==> config.mk <==
export PLATFORM = sky130hd
export DESIGN_NAME = date_to_doy
export DESIGN_NICKNAME = d
export VERILOG_FILES = /design/src/rtl/date_to_doy.sv
export SDC_FILE = /design/constraint.sdc
export NUM_CORES = 1
export LEC_CHECK = 0
export ABC_AREA = 0
export CELL_PAD_IN_SITES_DETAIL_PLACEMENT = 1
export CELL_PAD_IN_SITES_GLOBAL_PLACEMENT = 1
export CORE_MARGIN = 3
export CORE_UTILIZATION = 46
export DETAILED_ROUTE_END_ITERATION = 10
export PLACE_DENSITY = 0.86
export SYNTH_ARGS = -nofsm -noshare
export SYNTH_HDL_FRONTEND = slang
export SYNTH_SLANG_ARGS = --single-unit
==> constraint.sdc <==
create_clock -name clock -period 4.1 [get_ports clock]
set_input_delay 1.23 -clock clock [delete_from_list [all_inputs] [get_ports clock]]
set_output_delay 1.23 -clock clock [all_outputs]
set_load 0.02 [all_outputs]
==> src/rtl/date_to_doy.sv <==
// Month/day BCD date plus leap flag -> day-of-year as three BCD digits.
// Multi-cycle: decode digits, validate, accumulate month lengths, double-dabble.
module date_to_doy #(
  parameter int CONV_STEPS = 9
) (
  input  logic       clock,
  input  logic       reset,
  input  logic       start,
  input  logic       leap,
  input  logic [3:0] mm_msb,
  input  logic [3:0] mm_lsb,
  input  logic [3:0] dd_msb,
  input  logic [3:0] dd_lsb,
  output logic       busy,
  output logic       done,
  output logic       err,
  output logic [3:0] doy_hun,
  output logic [3:0] doy_ten,
  output logic [3:0] doy_one
);

  localparam int ACC_W = CONV_STEPS;
  localparam int SR_W  = CONV_STEPS + 12;

  typedef enum logic [2:0] {
    IDLE   = 3'd0,
    DECODE = 3'd1,
    CHECK  = 3'd2,
    ACCUM  = 3'd3,
    CONV   = 3'd4,
    DONE   = 3'd5
  } state_t;

  state_t            state;
  logic              leap_r;
  logic [3:0]        mm_msb_r, mm_lsb_r, dd_msb_r, dd_lsb_r;
  logic [6:0]        month_p0, day_p0;
  logic              digit_bad_p0;
  logic [3:0]        month;
  logic [3:0]        m;
  logic [ACC_W-1:0]  acc;
  logic [SR_W-1:0]   sr;
  logic [3:0]        step;

  function automatic logic [4:0] month_len(input logic [3:0] mon, input logic lp);
    case (mon)
      4'd2:                      month_len = 5'd28 + {4'd0, lp};
      4'd4, 4'd6, 4'd9, 4'd11:   month_len = 5'd30;
      default:                   month_len = 5'd31;
    endcase
  endfunction

  // One double-dabble iteration: add 3 to BCD nibbles >= 5, then shift left.
  function automatic logic [SR_W-1:0] dd_step(input logic [SR_W-1:0] s);
    logic [SR_W-1:0] t;
    t = s;
    for (int i = 0; i < 3; i++) begin
      if (t[CONV_STEPS+4*i +: 4] >= 4'd5)
        t[CONV_STEPS+4*i +: 4] = t[CONV_STEPS+4*i +: 4] + 4'd3;
    end
    dd_step = {t[SR_W-2:0], 1'b0};
  endfunction

  // Combinational views used at the state boundaries.
  logic [6:0]      month_bin, day_bin;
  logic            digits_bad;
  logic            month_ok, day_ok;
  logic [SR_W-1:0] sr_next;

  always_comb begin
    month_bin  = 7'(mm_msb_r) * 7'd10 + 7'(mm_lsb_r);
    day_bin    = 7'(dd_msb_r) * 7'd10 + 7'(dd_lsb_r);
    digits_bad = (mm_msb_r > 4'd9) || (mm_lsb_r > 4'd9) ||
                 (dd_msb_r > 4'd9) || (dd_lsb_r > 4'd9);
    month_ok   = (month_p0 >= 7'd1) && (month_p0 <= 7'd12);
    day_ok     = (day_p0 >= 7'd1) &&
                 (day_p0 <= {2'b00, month_len(month_p0[3:0], leap_r)});
    sr_next    = dd_step(sr);
  end

  always_ff @(posedge clock or posedge reset) begin
    if (reset) begin
      state        <= IDLE;
      busy         <= 1'b0;
      done         <= 1'b0;
      err          <= 1'b0;
      doy_hun      <= 4'd0;
      doy_ten      <= 4'd0;
      doy_one      <= 4'd0;
      leap_r       <= 1'b0;
      mm_msb_r     <= 4'd0;
      mm_lsb_r     <= 4'd0;
      dd_msb_r     <= 4'd0;
      dd_lsb_r     <= 4'd0;
      month_p0     <= 7'd0;
      day_p0       <= 7'd0;
      digit_bad_p0 <= 1'b0;
      month        <= 4'd0;
      m            <= 4'd0;
      acc          <= '0;
      sr           <= '0;
      step         <= 4'd0;
    end else begin
      case (state)
        IDLE: begin
          if (start) begin
            mm_msb_r <= mm_msb;
            mm_lsb_r <= mm_lsb;
            dd_msb_r <= dd_msb;
            dd_lsb_r <= dd_lsb;
            leap_r   <= leap;
            err      <= 1'b0;
            busy     <= 1'b1;
            state    <= DECODE;
          end
        end
        // ---- stage p0: digits -> binary month/day ----
        DECODE: begin
          month_p0     <= month_bin;
          day_p0       <= day_bin;
          digit_bad_p0 <= digits_bad;
          state        <= CHECK;
        end
        // ---- stage p1: range validation ----
        CHECK: begin
          if (digit_bad_p0 || !month_ok || !day_ok) begin
            err     <= 1'b1;
            doy_hun <= 4'd0;
            doy_ten <= 4'd0;
            doy_one <= 4'd0;
            done    <= 1'b1;
            state   <= DONE;
          end else begin
            month <= month_p0[3:0];
            acc   <= ACC_W'(day_p0);
            m     <= 4'd1;
            state <= ACCUM;
          end
        end
        // ---- stage p2: sum lengths of preceding months ----
        ACCUM: begin
          if (m < month) begin
            acc <= acc + ACC_W'(month_len(m, leap_r));
            m   <= m + 4'd1;
          end else begin
            sr    <= {12'd0, acc};
            step  <= 4'd0;
            state <= CONV;
          end
        end
        // ---- stage p3: binary -> BCD ----
        CONV: begin
          sr   <= sr_next;
          step <= step + 4'd1;
          if (step == 4'(CONV_STEPS - 1)) begin
            doy_hun <= sr_next[CONV_STEPS+8 +: 4];
            doy_ten <= sr_next[CONV_STEPS+4 +: 4];
            doy_one <= sr_next[CONV_STEPS   +: 4];
            done    <= 1'b1;
            state   <= DONE;
          end
        end
        DONE: begin
          done  <= 1'b0;
          busy  <= 1'b0;
          state <= IDLE;
        end
        default: begin
          done  <= 1'b0;
          busy  <= 1'b0;
          state <= IDLE;
        end
      endcase
    end
  end

endmodule

==> impl_metrics.ini, run 1 <==
[sta]
slew_headroom_pct = 37.1
setup_viol = 0
fmax_mhz = 329
tns_ps = 0
grt_setup_unrepaired = false
hold_viol = 0
maxSlewViolCount = 0
post-route-period-util_pct = 74.2
whs_ps = 490
min_period_ps = 3040
worst_pin_slew_ps = 926
finClkSkew_ps = 16.2

[synthesis]
yosysTopAreaCellShare_pct = 48.3
syn-num-nets = 542
synthFlopType = dfrtp_1
ys_top_cells_by_count = dfrtp_1, nand2_1, o21ai_0
synth-edff-count = 0
syn_area_um2 = 4770
synth.avg_cell_area_um2 = 9.81
syn_inst = 486
ys_warn_count = 0
netlist_top_cells_area = dfrtp_1, ha_1, o21ai_0
netlist.top_cell.by_area = dfrtp_1
seq_area_frac_synth_pct = 48.3
ys_ff_latch = 92
async_flop_share_pct = 100
synth_cell_types = 46
post-synth-top-count-cell = dfrtp_1

[worst_setup_path]
r2r_start = month_p0[0]$_DFFE_PP0P_
cp.required_ps = 4350
worstPathArrival_ps = 3290
crit_start = month_p0[0]$_DFFE_PP0P_
slowest_delay_ps = 790
critPathKind = reg -> reg
crit_fanout = 17
cp-start-kind = register
crit_path_end_kind = register
path_cells = nor4b_1 -> ha_1 -> nor2b_1 -> o211ai_1 -> nand4_2 -> mux2i_2 -> mux2_2
slowest_stage = mux2i_2

[detailed_routing]
antenna_left = 0
routed_wl_mm = 11.7
drc = 0
first_iter_violations = 190
vias_per_cell = 5.62
num_vias = 3695
wire_per_inst_um = 17.8
drtPass1Iterations = 4

[floorplan]
ioPinCount = 35
die_area_um2 = 11600
die_x_um = 108
die_h_um = 108
core_area_um2 = 9910
start_util_pct = 48.1
rows = 36

[layout]
multi_input_area_um2 = 2310
final_util_pct = 55.2
insertedDiodeCount = 0
finalNetCount = 575
seq_area_um2 = 2300
syn2layout_area_growth_pct = 14.7
num-fill-cells = 1122
final_area_um2 = 5470
drive_gt1_share_pct = 9.35

[grt]
grt_pass1_vias = 4041
grt_pass1_wl_mm = 19.8
grt_usage_pct = 21.7
grt_max_degree = 48
grt_overflow = 0
antenna_found_initial = 0

[placed_design]
gp_congestion = 0.782
place_area_um2 = 5260
hpwl_mm = 8.63
port_buffers = 34

[clock_network]
worstSkewPairLatency_ps = 370
post-cts-setup-buffers = 0
clkTransAtPathRegs_ps = 100
cts_root_buf = clkbuf_8
cts_buffer_depth = 2
cts-resized-gates = 0
cts_tree = built
holdBufCountCts = 0
cts_htree_levels = 3
clock_sinks = 92
cts_buffers = 9

[pwr]
p_int_uw = 2340
cellLeakagePower_uw = 0.00250
p_seq_share_pct = 39.2
p_sw_uw = 1800
switching_share_pct = 43.4
p_clk_share_pct = 15.6
share_comb_of_total_power_pct = 45.2
power.density_cell_area_nw_per_um2 = 756
peakVddDrop_uv = 375

[flow_run]
maxCapViolCount = 0

[worst_hold_path]
min_path_type = reg -> reg
holdCritStartpoint = digit_bad_p0$_DFFE_PP0P_

[run_status]
status = complete, no violations
==> state kept, by name (all words and copies together) (netlist names), 3 cells and up <==
name	count
mm_lsb_r	4
doy_ten	4
month_p0	7
acc	9
sr	21
day_p0	7
dd_lsb_r	4
m	4
dd_msb_r	4
doy_one	4
state	3
doy_hun	4
step	4
month	4
mm_msb_r	4
==> final timing paths <==
check | to | slack (ps) | cells after the start
worst max-delay path | doy_hun[3]$_DFFE_PP0P_ | 1060 | 7
worst min-delay path | digit_bad_p0$_DFFE_PP0P_ | 490 | 1
worst max register to register | doy_hun[3]$_DFFE_PP0P_ | 1060 | 7
worst min register to register | digit_bad_p0$_DFFE_PP0P_ | 490 | 1
max in group asynchronous | sr[11]$_DFFE_PP0P_ | 2060 | 3
min in group asynchronous | state[0]$_DFFE_PP0P_ | 1330 | 2
==> cell usage in the layout, fill, tap and decap left out, types with 6 or more instances in the layout <==
master,netlist,routed
nor2_1,42,42
nand3_1,6,6
o22ai_1,10,10
o21ai_0,55,55
mux2_2,22,22
dfrtp_1,92,92
a21oi_1,22,22
clkdlybuf4s50_1,0,34
nor2b_1,6,6
nand2_1,71,71
inv_1,29,28
a21o_1,12,12
nand2b_1,6,6
ha_1,31,31
xor2_1,9,9
clkbuf_8,0,9
==> per-layer routing <==
layer  GRT usage [%]  share of wire (%)  vias up
met5               0                  0        -
met4            7.39                2.3        0
met1            26.3                 42     1875
li1                -                  -     1739
met3            3.36                2.7       22
met2            39.2                 53       59
==> power groups by stage <==
stage,combinational [uW],clock [uW],sequential (uW)
5_1_grt,2100,697,1680
4_1_cts,1890,655,1620
6_report,1870,645,1620
3_5_place_dp,1870,0,1630
3_3_place_gp,1710,0,1590
2_1_floorplan,1370,0,1520
==> cell families after synthesis <==
| kind of cell | share of synthesized area, % |
|---|---|
| AOI/OAI and AO/OA | 14.8 |
| buffers and inverters | 3.46 |
| DFF | 48.3 |
| muxes | 5.48 |
| xor gates and xnor gates | 2.57 |
| and+or+nand+nor | 15.1 |
| adders and majority gates | 10.2 |
==> worst max-delay path, delay by kind of cell, from the launching register on <==
family,cells,cell delay (ps)
AND/OR/NAND/NOR,3,740
multiplexers,2,1230
flip-flops,1,450
adder cells (fa/ha/maj),1,310
AO/OA/AOI/OAI,1,190
==> metrics by stage <==
step / worst slack, ps / power (uW) / instances
6_report: 1060 / 4140 / 657
5_1_grt: 807 / 4480 / 657
4_1_cts: 1040 / 4170 / 657
3_5_place_dp: 1050 / 3500 / 641
3_3_place_gp: 1160 / 3310 / 641
2_1_floorplan: 478 / 2890 / 486
==> layout make-up <==
cell class | count | area share [%]
clock buffers | 9 | 2.26
clock inverters | 7 | 1.51
inverters | 29 | 2.01
multi-input cells | 350 | 42.2
flip-flops and latches | 92 | 42.1
well taps | 133 | 3.04
repair buffers | 37 | 6.86
No activity file was read; power rests on OpenSTA's default activity.
==> run 2, diff against run 1 <==
- clock period: 4.1 -> 2.9 ns (I/O delays scaled with it)
==> impl_metrics.ini, run 2 (synthesis gave the netlist of run 1 again) <==
[worst_setup_path]
critPathKind = reg -> reg
crit_fanout = 12
slowest_delay_ps = 460
worstPathArrival_ps = 3040
r2r_cells = 9
r2r_slack_ps = 150
slowest_stage = dfrtp_1
cp-start-kind = register
r2r_start = month_p0[0]$_DFFE_PP0P_
cp.required_ps = 3180
crit_path_end_kind = register
rr_endpoint = m[3]$_DFFE_PP0P_
path_cells = nor4b_2 -> ha_1 -> nor2b_1 -> o211ai_1 -> nand4_2 -> a211o_1 -> buf_4 -> or3_1 -> a21boi_0

[sta]
layout_setup_ws_ps = 149
worst_pin_slew_ps = 776
maxSlewViolCount = 0
setup_viol = 0
finClkSkew_ps = 12.5
slew_headroom_pct = 48.1
tns_ps = 0
post-route-period-util_pct = 94.9
hold_viol = 0
min_period_ps = 2750
fmax_mhz = 363

[detailed_routing]
vias_per_cell = 5.60
wire_per_inst_um = 17.6
antenna_left = 0
routed_wl_mm = 11.7
drc = 0
first_iter_violations = 118
drtPass1Iterations = 4
num_vias = 3730

[clock_network]
worstSkewPairLatency_ps = 380
clock_sinks = 92
cts_root_buf = clkbuf_8
clkTransAtPathRegs_ps = 90
holdBufCountCts = 0
cts_tree = built
cts_htree_levels = 3
cts_buffer_depth = 2
cts_buffers = 9

[layout]
seq_area_um2 = 2300
top_register = sr
num-fill-cells = 1128
fin_cells = 666
insertedDiodeCount = 0
drive_gt1_share_pct = 11.4
largest_registers = sr (21), acc (9)
largest_reg_flops = 21
most-common-layout-cells = dfrtp_1, nand2_1, o21ai_0
syn2layout_area_growth_pct = 16.5
finalNetCount = 584
final_common_cell = dfrtp_1
multi_input_area_um2 = 2320

[floorplan]
core_area_um2 = 9910
start_util_pct = 48.1
rows = 36
ioPinCount = 35
die_x_um = 108
die_area_um2 = 11600
die_h_um = 108

[grt]
grt_pass1_wl_mm = 20.0
antenna_found_initial = 0
grt_pass1_vias = 4053
grt_usage_pct = 22.2
grt_overflow = 0
grt_max_degree = 35

[placed_design]
dp_cells = 648
hpwl_mm = 8.71
post-place-ws_ps = 84.2
port_buffers = 34
gp_congestion = 0.830

[pwr]
power.density_cell_area_nw_per_um2 = 1070
p_sw_uw = 2600
switching_share_pct = 43.5
peakVddDrop_uv = 532
p_int_uw = 3370
p_clk_share_pct = 15.2
share_comb_of_total_power_pct = 46.5
cellLeakagePower_uw = 0.00254
p_seq_share_pct = 38.2

[flow_run]
maxCapViolCount = 0

[worst_hold_path]
min_path_type = reg -> reg
hold_path_end = day_p0[0]$_DFFE_PP0P_
holdCritStartpoint = dd_lsb_r[0]$_DFFE_PP0P_
worstHoldPathCells = 2

[run_status]
status = complete, no violations
## run 2: cell types whose count changed in the layout (fill, tap and decap cells not counted), sizes merged
cell,change
buf,+9
inv,-1
clkinv,-2
clkbuf,+1
clkinvlp,+2
## run 2: how the worst max path moves through the flow
| stage | cells after the start | endpoint | slack (ps) | start |
|---|---|---|---|---|
| 6_report | 9 | m[3]$_DFFE_PP0P_ | 150 | month_p0[0]$_DFFE_PP0P_ |
| 3_5_place_dp | 13 | acc[8]$_DFFE_PP0P_ | 80 | m[0]$_DFFE_PP0P_ |
| 4_1_cts | 13 | acc[8]$_DFFE_PP0P_ | 50 | m[0]$_DFFE_PP0P_ |
| 2_1_floorplan | 8 | acc[7]$_DFFE_PP0P_ | 360 | month_p0[0]$_DFFE_PP0P_ |
| 3_3_place_gp | 13 | acc[8]$_DFFE_PP0P_ | 230 | m[0]$_DFFE_PP0P_ |
| 5_1_grt | 9 | m[3]$_DFFE_PP0P_ | -5 | month_p0[0]$_DFFE_PP0P_ |
## run 2: final cells by class
class                           instances  share of cell area, %
Timing Repair Buffer                   46                   8.19
Clock inverter                          6                   1.31
Tap cell                              133                   2.99
Sequential cell                        92                   41.4
Multi-Input combinational cell        350                   41.7
Clock buffer                           10                   2.30
Inverter                               29                   2.03
## run 2: repair_timing
action	CTS	global route
setup endpoints to repair	0	3
resized for setup	0	4
setup buffers	0	2
## run 2: metrics by stage
step	power, uW	util [%]	hold WS, ps	instance area [um2]
detailed placement	5030	53.8	479	5330
global route	6520	56.1	531	5560
floorplan	4090	-	435	4770
finish	5970	56.1	497	5560
global placement	4740	53.8	463	5330
CTS	5990	55.8	502	5530
## run 2: power groups by stage
| stage | sequential, uW | combinational, uW | clock, uW |
|---|---|---|---|
| after floorplan | 2150 | 1930 | 0 |
| after global placement | 2250 | 2490 | 0 |
| after detailed placement | 2300 | 2740 | 0 |
| after CTS | 2280 | 2790 | 930 |
| after global routing | 2360 | 3180 | 976 |
| final | 2280 | 2780 | 909 |
## run 2: per-layer routing
metal | vias up | track usage [%] | routed length [um]
met5 | - | 0 | 0
met4 | 0 | 8.03 | 251
met3 | 16 | 4.56 | 353
met2 | 55 | 40.3 | 6300
met1 | 1899 | 25.8 | 4810
li1 | 1760 | - | -
## run 2: critical path, delay by kind of cell (launching register included)
family	cells	cell delay [ps]
buffers and inverters	1	190
adders and majority gates	1	290
DFF	1	460
AOI/OAI and AO/OA	3	760
and+or+nand+nor	4	970
